<file path="src/rtl/ysyx_25030077_wb_control.sv">
// Writeback control: retires one instruction per transfer and drives the register-file write port.
// Latency: non-load writes one cycle after acceptance; load writes one cycle after rvalid is sampled in WAIT_MEM.
// Backpressure: io_in_ready only in IDLE, so at most one instruction per 2 cycles (longer for loads).
module ysyx_25030077_wb_control (
    input  logic        clock,
    input  logic        reset,
    input  logic        io_in_valid,
    output logic        io_in_ready,
    input  logic [1:0]  io_wb_sel,
    input  logic [4:0]  io_rd,
    input  logic [31:0] io_alu_result,
    input  logic [31:0] io_pc_count,
    input  logic [2:0]  io_funct3,
    input  logic        io_mem_rvalid,
    input  logic [31:0] io_mem_rdata,
    output logic        io_rf_wen,
    output logic [4:0]  io_rf_waddr,
    output logic [31:0] io_rf_wdata,
    output logic        io_done
);

    localparam logic [1:0] SEL_ALU  = 2'd0;
    localparam logic [1:0] SEL_MEM  = 2'd1;
    localparam logic [1:0] SEL_PC4  = 2'd2;
    localparam logic [1:0] SEL_NONE = 2'd3;

    typedef enum logic [1:0] {
        IDLE     = 2'd0,
        WAIT_MEM = 2'd1,
        WRITE    = 2'd2
    } state_t;

    state_t      state;
    state_t      state_nxt;

    logic [4:0]  lat_rd;
    logic [1:0]  lat_wb_sel;
    logic [2:0]  lat_funct3;
    logic [1:0]  lat_addr_lo;
    logic [31:0] lat_alu;
    logic [31:0] lat_pc;

    logic        accept;
    logic [4:0]  op_rd;
    logic [1:0]  op_sel;
    logic [2:0]  op_funct3;
    logic [1:0]  op_addr_lo;
    logic [31:0] op_alu;
    logic [31:0] op_pc;
    logic [7:0]  ld_byte;
    logic [15:0] ld_half;
    logic [31:0] ld_val;
    logic [31:0] wdata_nxt;
    logic        wen_nxt;

    assign io_in_ready = (state == IDLE);
    assign accept      = io_in_valid && (state == IDLE);

    always_comb begin
        state_nxt = state;
        case (state)
            IDLE:     if (accept) state_nxt = (io_wb_sel == SEL_MEM) ? WAIT_MEM : WRITE;
            WAIT_MEM: if (io_mem_rvalid) state_nxt = WRITE;
            WRITE:    state_nxt = IDLE;
            default:  state_nxt = IDLE;
        endcase
    end

    // Operands come straight from the inputs on the accepting edge, otherwise from the latched copy.
    always_comb begin
        op_rd      = lat_rd;
        op_sel     = lat_wb_sel;
        op_funct3  = lat_funct3;
        op_addr_lo = lat_addr_lo;
        op_alu     = lat_alu;
        op_pc      = lat_pc;
        if (state == IDLE) begin
            op_rd      = io_rd;
            op_sel     = io_wb_sel;
            op_funct3  = io_funct3;
            op_addr_lo = io_alu_result[1:0];
            op_alu     = io_alu_result;
            op_pc      = io_pc_count;
        end
    end

    always_comb begin
        ld_byte = 8'h00;
        case (op_addr_lo)
            2'd0:    ld_byte = io_mem_rdata[7:0];
            2'd1:    ld_byte = io_mem_rdata[15:8];
            2'd2:    ld_byte = io_mem_rdata[23:16];
            default: ld_byte = io_mem_rdata[31:24];
        endcase
        ld_half = op_addr_lo[1] ? io_mem_rdata[31:16] : io_mem_rdata[15:0];
        ld_val  = io_mem_rdata;
        case (op_funct3)
            3'b000:  ld_val = {{24{ld_byte[7]}}, ld_byte};
            3'b100:  ld_val = {24'h0, ld_byte};
            3'b001:  ld_val = {{16{ld_half[15]}}, ld_half};
            3'b101:  ld_val = {16'h0, ld_half};
            default: ld_val = io_mem_rdata;
        endcase
    end

    always_comb begin
        wdata_nxt = 32'h0;
        case (op_sel)
            SEL_ALU:  wdata_nxt = op_alu;
            SEL_MEM:  wdata_nxt = ld_val;
            SEL_PC4:  wdata_nxt = op_pc + 32'd4;
            default:  wdata_nxt = 32'h0;
        endcase
        wen_nxt = (state_nxt == WRITE) && (op_rd != 5'd0) && (op_sel != SEL_NONE);
    end

    always_ff @(posedge clock or negedge reset) begin
        if (!reset) begin
            state <= IDLE;
        end else begin
            state <= state_nxt;
        end
    end

    always_ff @(posedge clock or negedge reset) begin
        if (!reset) begin
            lat_rd      <= 5'd0;
            lat_wb_sel  <= 2'd0;
            lat_funct3  <= 3'd0;
            lat_addr_lo <= 2'd0;
            lat_alu     <= 32'h0;
            lat_pc      <= 32'h0;
        end else if (accept) begin
            lat_rd      <= io_rd;
            lat_wb_sel  <= io_wb_sel;
            lat_funct3  <= io_funct3;
            lat_addr_lo <= io_alu_result[1:0];
            lat_alu     <= io_alu_result;
            lat_pc      <= io_pc_count;
        end
    end

    // Write port is loaded on the edge entering WRITE and cleared on the edge leaving it.
    always_ff @(posedge clock or negedge reset) begin
        if (!reset) begin
            io_rf_wen   <= 1'b0;
            io_rf_waddr <= 5'd0;
            io_rf_wdata <= 32'h0;
            io_done     <= 1'b0;
        end else if (state_nxt == WRITE) begin
            io_rf_wen   <= wen_nxt;
            io_rf_waddr <= op_rd;
            io_rf_wdata <= wdata_nxt;
            io_done     <= 1'b1;
        end else begin
            io_rf_wen   <= 1'b0;
            io_rf_waddr <= 5'd0;
            io_rf_wdata <= 32'h0;
            io_done     <= 1'b0;
        end
    end

endmodule
</file>
<file path="config.mk">
export PLATFORM = sky130hd
export DESIGN_NAME = ysyx_25030077_wb_control
export DESIGN_NICKNAME = d
export VERILOG_FILES = /design/src/rtl/ysyx_25030077_wb_control.sv
export SDC_FILE = /design/constraint.sdc
export NUM_CORES = 1
export LEC_CHECK = 0
export ABC_AREA = 0
export BUFFER_PORTS_ARGS = -buffer_cell sky130_fd_sc_hd__buf_4
export CAP_MARGIN = 40
export CORE_MARGIN = 2
export CORE_UTILIZATION = 38
export CTS_BUF_LIST = sky130_fd_sc_hd__clkbuf_8
export CTS_CLUSTER_SIZE = 20
export DETAILED_ROUTE_END_ITERATION = 8
export PLACE_DENSITY_LB_ADDON = 0.12
export SLEW_MARGIN = 20
export SYNTH_ARGS = -nofsm -noshare
export SYNTH_HDL_FRONTEND = slang
export SYNTH_SLANG_ARGS = --single-unit
</file>
<file path="constraint.sdc">
create_clock -name clock -period 3.6 [get_ports clock]
set_input_delay 0.18 -clock clock [delete_from_list [all_inputs] [get_ports clock]]
set_output_delay 0.18 -clock clock [all_outputs]
set_load 0.01 [all_outputs]
</file>
==> reports/qor.csv, run 1 <==
stage;metric;value;unit
outcome;status;complete, no violations;
timing;tightest_slew;0.6999;ns
global_route;grt_use_total;25.68;%
logic_synthesis;synthTopCellsByArea;dfrtp_1, mux2_2, nand2_1;
logic_synthesis;synth_top_area_cell;dfrtp_1;
clocking;cts_num_sinks;115;
global_route;grt_max_degree;116;
critical_path;critical_path.slowest_cell;a22oi_1;
pwr;combPwrFrac;33.8;%
logic_synthesis;syn_avg_cell_area;9.475;um2
pwr;p_int;0.003057;W
placement;dp_cells;1068;
timing;max_freq;296.1;MHz
logic_synthesis;synth_ff_type;dfrtp_1;
routing;drt_iter0_markers;446;
die;die_w;137.9;um
run;maxCapViolations;0;
die;start_util;39.12;%
global_route;overflow;0;
placement;gp_congestion;0.9056;
clocking;cts_tree;yes;
critical_path;required;3.90;ns
clocking;cts_made_buffers;17;
pwr;leakage;4.147;nW
pwr;p_clk_share;29.6;%
finish;area_growth_syn_to_layout;37.96;%
logic_synthesis;synth_edf_count;0;
logic_synthesis;synthDistinctLibCells;60;
routing;drc_errors;0;
pwr;vdd_ir_drop_max;0.3049;mV
logic_synthesis;yosysSeqAreaShare;42.24;%
finish;nFillCells;1599;
die;core_area;17420;um2
die;ioPinCount;150;
timing;skew;0.01257;ns
global_route;first_global_vias;6487;
logic_synthesis;ys_seq_elements;115;
die;die_area;19020;um2
hold_path;hold_class;in -> reg;
critical_path;critPathLaunchType;flip-flop;
critical_path;criticalPathCategory;reg -> reg;
logic_synthesis;syn_area;6813;um2
finish;drive_above_1_share;31.16;%
finish;diodes;0;
clocking;path_clk_slew;0.07;ns
die;row_count;48;
logic_synthesis;netlist.area_leader.share;42.24;%
timing;hold_viol_final;0;
placement;post-place-ws;0.2805;ns
pwr;powerDensity;493.8;nW/um2
critical_path;cpPeakStageDelay;0.62;ns
logic_synthesis;synth.net_count;830;
clocking;cts_max_level;4;
timing;slew_headroom;52.41;%
logic_synthesis;synth-async-reset-ratio;100.0;%
timing;grt_setup_unrepaired;no;
clocking;clk_latency;0.46;ns
placement;hpwl;17430;um
pwr;netSwitchingPower;0.001585;W
timing;finalWorstPathRequiredPeriod;3.377;ns
finish;final_cell_mix;buf_4, nand2_1, dfrtp_1;
routing;vias;6566;
finish;nNetsFinal;1048;
logic_synthesis;syn_inst;719;
global_route;antenna_found_initial;0;
die;die_height;137.9;um
clocking;clockBufferDepth;2;
critical_path;worstPathMaxFanout;16;
critical_path;critPathArrivalTime;3.68;ns
pwr;p_sw_share;34.14;%
routing;routed_wirelength;23970;um
routing;drtAntennaViolNets;0;
timing;fin_crit_sh;93.81;%
critical_path;crit_path_end_kind;flip-flop;
logic_synthesis;synth_warnings;0;
timing;slew_viol_final;0;
clocking;root_buffer;clkbuf_8;
timing;worst_slack;0.2229;ns
critical_path;cp_common_cell;o21ai_0;
global_route;grt_pass1_wl;36380;um
finish;final_common_cell;buf_4;
timing;setup_viol;0;
pwr;power_frac_seq;36.6;%
placement;port_buffers;149;
critical_path;path_cells;buf_4 -> or4bb_1 -> a22oi_1 -> nand4_2 -> nor3b_1 -> xnor2_1 -> o21ai_0 -> o21ai_0;
finish;final_cells;1175;
routing;drt_pass1_iterations;6;
timing;fin_setup_tns;0;ns
routing;vias_per_cell;5.588;
routing;avgRoutedWirePerCell;20.40;um
==> critical path, delay by kind of cell (launching register included) <==
family | cells | cell delay [ns]
compound gates | 3 | 1.10
xor+xnor | 1 | 0.18
flops | 1 | 0.52
buf+inv | 1 | 0.24
simple gates | 3 | 1.17
==> cell usage after synthesis (all sizes together) (2+ instances only) <==
| master | instances |
|---|---|
| buf | 27 |
| o211ai | 18 |
| nand2b | 6 |
| a21oi | 52 |
| o221ai | 14 |
| a22oi | 4 |
| inv | 4 |
| nor2b | 3 |
| and4 | 2 |
| nand4 | 2 |
| nand2 | 132 |
| nor2 | 29 |
| clkbuf | 19 |
| or3b | 5 |
| o32ai | 2 |
| xor2 | 3 |
| dfrtp | 115 |
| mux2i | 35 |
| nand3b | 3 |
| or3 | 2 |
| nor3 | 8 |
| a21o | 3 |
| nand3 | 18 |
| nand4bb | 2 |
| xnor2 | 20 |
| a21boi | 2 |
| a211o | 3 |
| and3 | 7 |
| or4bb | 5 |
| o21ai | 50 |
| o22a | 2 |
| and2 | 7 |
| a221oi | 4 |
| o22ai | 3 |
| a31oi | 15 |
| mux2 | 78 |
| nor4 | 3 |
==> cell families after synthesis <==
family | synth area share, %
and+or+nand+nor | 16.75
AOI/OAI and AO/OA | 16.29
DFF | 42.24
muxes | 18.09
buffers and inverters | 3.489
xor gates and xnor gates | 2.957
adders and majority gates | 0.1836
==> per-layer routing <==
metal | up-vias | global-route usage, % | part of all wire [%]
li1 | 3047 | - | -
met1 | 3226 | 35.31 | 44
met2 | 264 | 41.23 | 47
met3 | 29 | 4.788 | 7.1
met4 | 0 | 7.823 | 2.1
met5 | - | 0 | 0
==> power groups by stage <==
stage	logic, W	clock network (W)	registers [W]
floorplan	0.000912	0	0.00169
global placement	0.00148	0	0.00171
detailed placement	0.00149	0	0.00172
CTS	0.00156	0.00140	0.00170
global route	0.00170	0.00146	0.00173
finish	0.00157	0.00138	0.00170
==> layout make-up <==
type	count	area [um2]	share of cell area [%]
Inverter	4	15.01	0.1597
Sequential cell	115	2878	30.62
Multi-Input combinational cell	554	3710	39.47
Clock inverter	12	180.2	1.917
Timing Repair Buffer	245	2059	21.91
Clock buffer	20	275.3	2.929
Tap cell	225	281.5	2.995
==> path summary, 6_finish.rpt <==
| path | end | slack, ns | depth (start not counted) | startpoint |
|---|---|---|---|---|
| worst max-delay path | io_rf_wdata[21]$_DFF_PN0_ | 0.22 | 8 | state[1]$_DFF_PN0_ |
| worst min-delay path | lat_wb_sel[0]$_DFFE_PN0P_ | 0.01 | 2 | io_wb_sel[0] |
| worst max register to register | io_rf_wdata[21]$_DFF_PN0_ | 0.22 | 8 | state[1]$_DFF_PN0_ |
| worst min register to register | lat_alu[2]$_DFFE_PN0P_ | 0.51 | 1 | lat_alu[2]$_DFFE_PN0P_ |
| max in group asynchronous | state[1]$_DFF_PN0_ | 2.77 | 3 | reset |
| min in group asynchronous | io_rf_waddr[1]$_DFF_PN0_ | 0.34 | 3 | reset |
==> sequential cells by signal, summed over array words and instances (netlist names) <==
| signal | cells |
|---|---|
| lat_wb_sel | 2 |
| lat_pc | 32 |
| io_done | 1 |
| state | 2 |
| io_rf_wen | 1 |
| lat_funct3 | 3 |
| lat_alu | 31 |
| lat_addr_lo | 1 |
| io_rf_wdata | 32 |
| lat_rd | 5 |
| io_rf_waddr | 5 |
==> per-stage QoR <==
step | util (%) | instance area (um2) | hold slack, ns | power [W]
2_1_floorplan | - | 6813 | -0.1156 | 0.002606
3_3_place_gp | 47.00 | 8187 | 0.3204 | 0.003186
3_5_place_dp | 47.05 | 8194 | 0.3267 | 0.003212
4_1_cts | 53.86 | 9380 | 0.006744 | 0.004656
5_1_grt | 53.97 | 9399 | 0.006664 | 0.004890
6_report | 53.97 | 9399 | 0.01241 | 0.004641
==> what timing repair did <==
item,4_1_cts,5_1_grt
gates resized for setup,0,1
endpoints found under the setup margin,0,3
buffers inserted,0,2
hold buffers,73,0
endpoints found under the hold margin,192,0
(Power assumes the default switching activity.)
==> run 2: changes to the inputs <==
--- a/config.mk
+++ b/config.mk
@@ -13,7 +13,9 @@
 export CTS_BUF_LIST = sky130_fd_sc_hd__clkbuf_8
 export CTS_CLUSTER_SIZE = 20
 export DETAILED_ROUTE_END_ITERATION = 8
+export GPL_ROUTABILITY_DRIVEN = 0
 export PLACE_DENSITY_LB_ADDON = 0.12
+export SETUP_SLACK_MARGIN = 0.4
 export SLEW_MARGIN = 20
 export SYNTH_ARGS = -nofsm -noshare
 export SYNTH_HDL_FRONTEND = slang
==> reports/qor.csv, run 2 (same netlist as run 1, synthesis figures left out) <==
stage;metric;value;unit;change
global_route;grt_use_total;25.09;%;-0.59 points
global_route;overflow;0;;unchanged
pwr;p_clk_share;30.7;%;+1.1 points
pwr;vdd_ir_drop_max;0.2593;mV;-15%
clocking;root_buffer;clkbuf_8;;
placement;hpwl;17130;um;-1.7%
timing;max_freq;327.6;MHz;+11%
clocking;cts_num_sinks;115;;unchanged
global_route;grt_pass1_wl;35580;um;-2.2%
routing;routed_wirelength;23310;um;-2.8%
timing;grt_setup_unrepaired;no;;
global_route;met3_usage;6.031;%;+1.2 points
global_route;antenna_found_initial;0;;unchanged
pwr;power_frac_seq;36.2;%;-0.4 points
finish;area_growth_syn_to_layout;38.42;%;
pwr;leakage;4.148;nW;about the same
routing;vias_per_cell;5.647;;+1.1%
critical_path;crit_end;io_rf_wdata[14]$_DFF_PN0_;;
timing;slew_headroom;49.10;%;-3.3 points
clocking;clockBufferDepth;2;;unchanged
die;core_area;17420;um2;unchanged
critical_path;required;3.92;ns;+0.02 ns
timing;setup_viol;0;;unchanged
routing;vias;6630;;+0.97%
timing;hold_viol_final;0;;unchanged
die;ioPinCount;150;;unchanged
global_route;busiest_layer;met2;;
timing;tightest_slew;0.7607;ns;+0.06077 ns
critical_path;worstPathMaxFanout;24;;+8
timing;fin_crit_sh;84.79;%;-9.0 points
critical_path;startpoint;state[0]$_DFF_PN0_;;
timing;finalWorstPathRequiredPeriod;3.053;ns;-0.3245 ns
critical_path;reg2reg_from;state[0]$_DFF_PN0_;;
finish;diodes;0;;unchanged
die;die_area;19020;um2;unchanged
critical_path;crit_path_end_kind;flip-flop;;
finish;nNetsFinal;1047;;-0.095%
timing;skew;0.01433;ns;+0.001760 ns
pwr;p_int;0.003094;W;+1.2%
die;start_util;39.12;%;unchanged
finish;final_common_cell;buf_4;;
clocking;cts_made_buffers;17;;unchanged
finish;largest_registers;io_rf_wdata (32), lat_pc (32), lat_alu (31);;
die;die_w;137.9;um;unchanged
global_route;first_global_vias;6310;;-2.7%
finish;drive_above_1_share;31.40;%;+0.24 points
global_route;grt_max_degree;76;;-34%
clocking;cts_max_level;4;;unchanged
clocking;clk_latency;0.46;ns;about the same
finish;final_cell_mix;buf_4, nand2_1, dfrtp_1;;
routing;drt_pass1_iterations;6;;unchanged
die;die_height;137.9;um;unchanged
clocking;cts_tree;yes;;
die;row_count;48;;unchanged
outcome;status;complete, no violations;;
pwr;combPwrFrac;33.1;%;-0.7 points
timing;fin_setup_tns;0;ns;unchanged
clocking;path_clk_slew;0.07;ns;about the same
routing;drtAntennaViolNets;0;;unchanged
routing;avgRoutedWirePerCell;19.85;um;-2.7%
critical_path;criticalPathCategory;reg -> reg;;
critical_path;rrSetupSlack;0.55;ns;+0.32 ns
global_route;met1_usage;34.08;%;-1.2 points
finish;finish.utilization;54.15;%;+0.18 points
pwr;p_sw_share;34.28;%;+0.14 points
routing;drt_iter0_markers;539;;+21%
critical_path;critPathLaunchType;flip-flop;;
critical_path;critPathArrivalTime;3.37;ns;-0.31 ns
critical_path;ff2ff_path_depth;7;;-1
pwr;powerDensity;499.3;nW/um2;+1.1%
critical_path;worstReg2RegEnd;io_rf_wdata[14]$_DFF_PN0_;;
timing;slew_viol_final;0;;unchanged
run;maxCapViolations;0;;unchanged
pwr;netSwitchingPower;0.001614;W;+1.9%
placement;port_buffers;149;;unchanged
hold_path;hold_class;in -> reg;;
global_route;use_met2;39.80;%;-1.4 points
routing;drc_errors;0;;unchanged
## run 2: cell types whose count changed in the layout (fill, tap and decap cells not counted), moves of 2 or more
cell / before / now
buf_4: 169 / 166
inv_6: 0 / 3
dfrtp_2: 0 / 2
clkbuf_8: 20 / 18
dfrtp_1: 115 / 113
## run 2: how the worst min path moves through the flow
stage	start	end	depth (start not counted)
floorplan	reset	io_done$_DFF_PN0_	0
global placement	reset	io_rf_waddr[2]$_DFF_PN0_	1
detailed placement	reset	io_rf_waddr[2]$_DFF_PN0_	1
CTS	io_wb_sel[1]	lat_wb_sel[1]$_DFFE_PN0P_	2
global route	io_alu_result[1]	lat_alu[1]$_DFFE_PN0P_	2
finish	io_wb_sel[1]	lat_wb_sel[1]$_DFFE_PN0P_	2
## run 2: final cells by class
| class | instances | area [um2] |
|---|---|---|
| flip-flops and latches | 115 | 2880 |
| clock inverters | 14 | 225.2 |
| well taps | 225 | 281.5 |
| clock buffers | 18 | 247.7 |
| repair buffers | 244 | 2059 |
| inverters | 4 | 15.01 |
| multi-input cells | 554 | 3721 |
| fillers | 1616 | 7986 |
## run 2: power by group through the flow
stage | Sequential, W | Clock, W | Combinational (W)
floorplan | 0.00169 | 0 | 0.000917
global placement | 0.00171 | 0 | 0.00144
detailed placement | 0.00173 | 0 | 0.00147
CTS | 0.00170 | 0.00147 | 0.00153
global route | 0.00174 | 0.00154 | 0.00168
finish | 0.00170 | 0.00145 | 0.00156
## run 2: worst max-delay path, stage by stage, from the launching register on
cell	delay, ns
dfrtp_2	0.55
or4bb_1	0.57
a22oi_1	0.61
nand3_1	0.39
nor2_1	0.21
xnor2_1	0.11
o21ai_0	0.37
nand2_1	0.13
## run 2: metrics by stage
stage | hold WS [ns] | total power [W] | instances | worst slack, ns | cell area [um2]
floorplan | -0.1156 | 0.002611 | 719 | 0.4244 | 6825
finish | 0.02979 | 0.004708 | 1174 | 0.5474 | 9430
global route | 0.02029 | 0.004958 | 1174 | 0.4221 | 9430
global placement | 0.3718 | 0.003155 | 1064 | 0.3779 | 8155
detailed placement | 0.1053 | 0.003192 | 1065 | 0.3006 | 8183
CTS | 0.006839 | 0.004706 | 1171 | 0.4228 | 9400
## run 2: per-layer routing
metal	vias to the layer above	share of wire (%)
met5	-	0
met4	0	2.2
met3	44	8.4
met2	327	47
met1	3220	43
li1	3039	-
## run 2: timing repair
item / in CTS / in global routing
hold endpoints to repair: 193 / 0
cloned: 0 / 0
resized for setup: 3 / 2
setup buffers: 0 / 2
hold buffers: 74 / 0
pin swaps: 0 / 1
endpoints found under the setup margin: 7 / 15
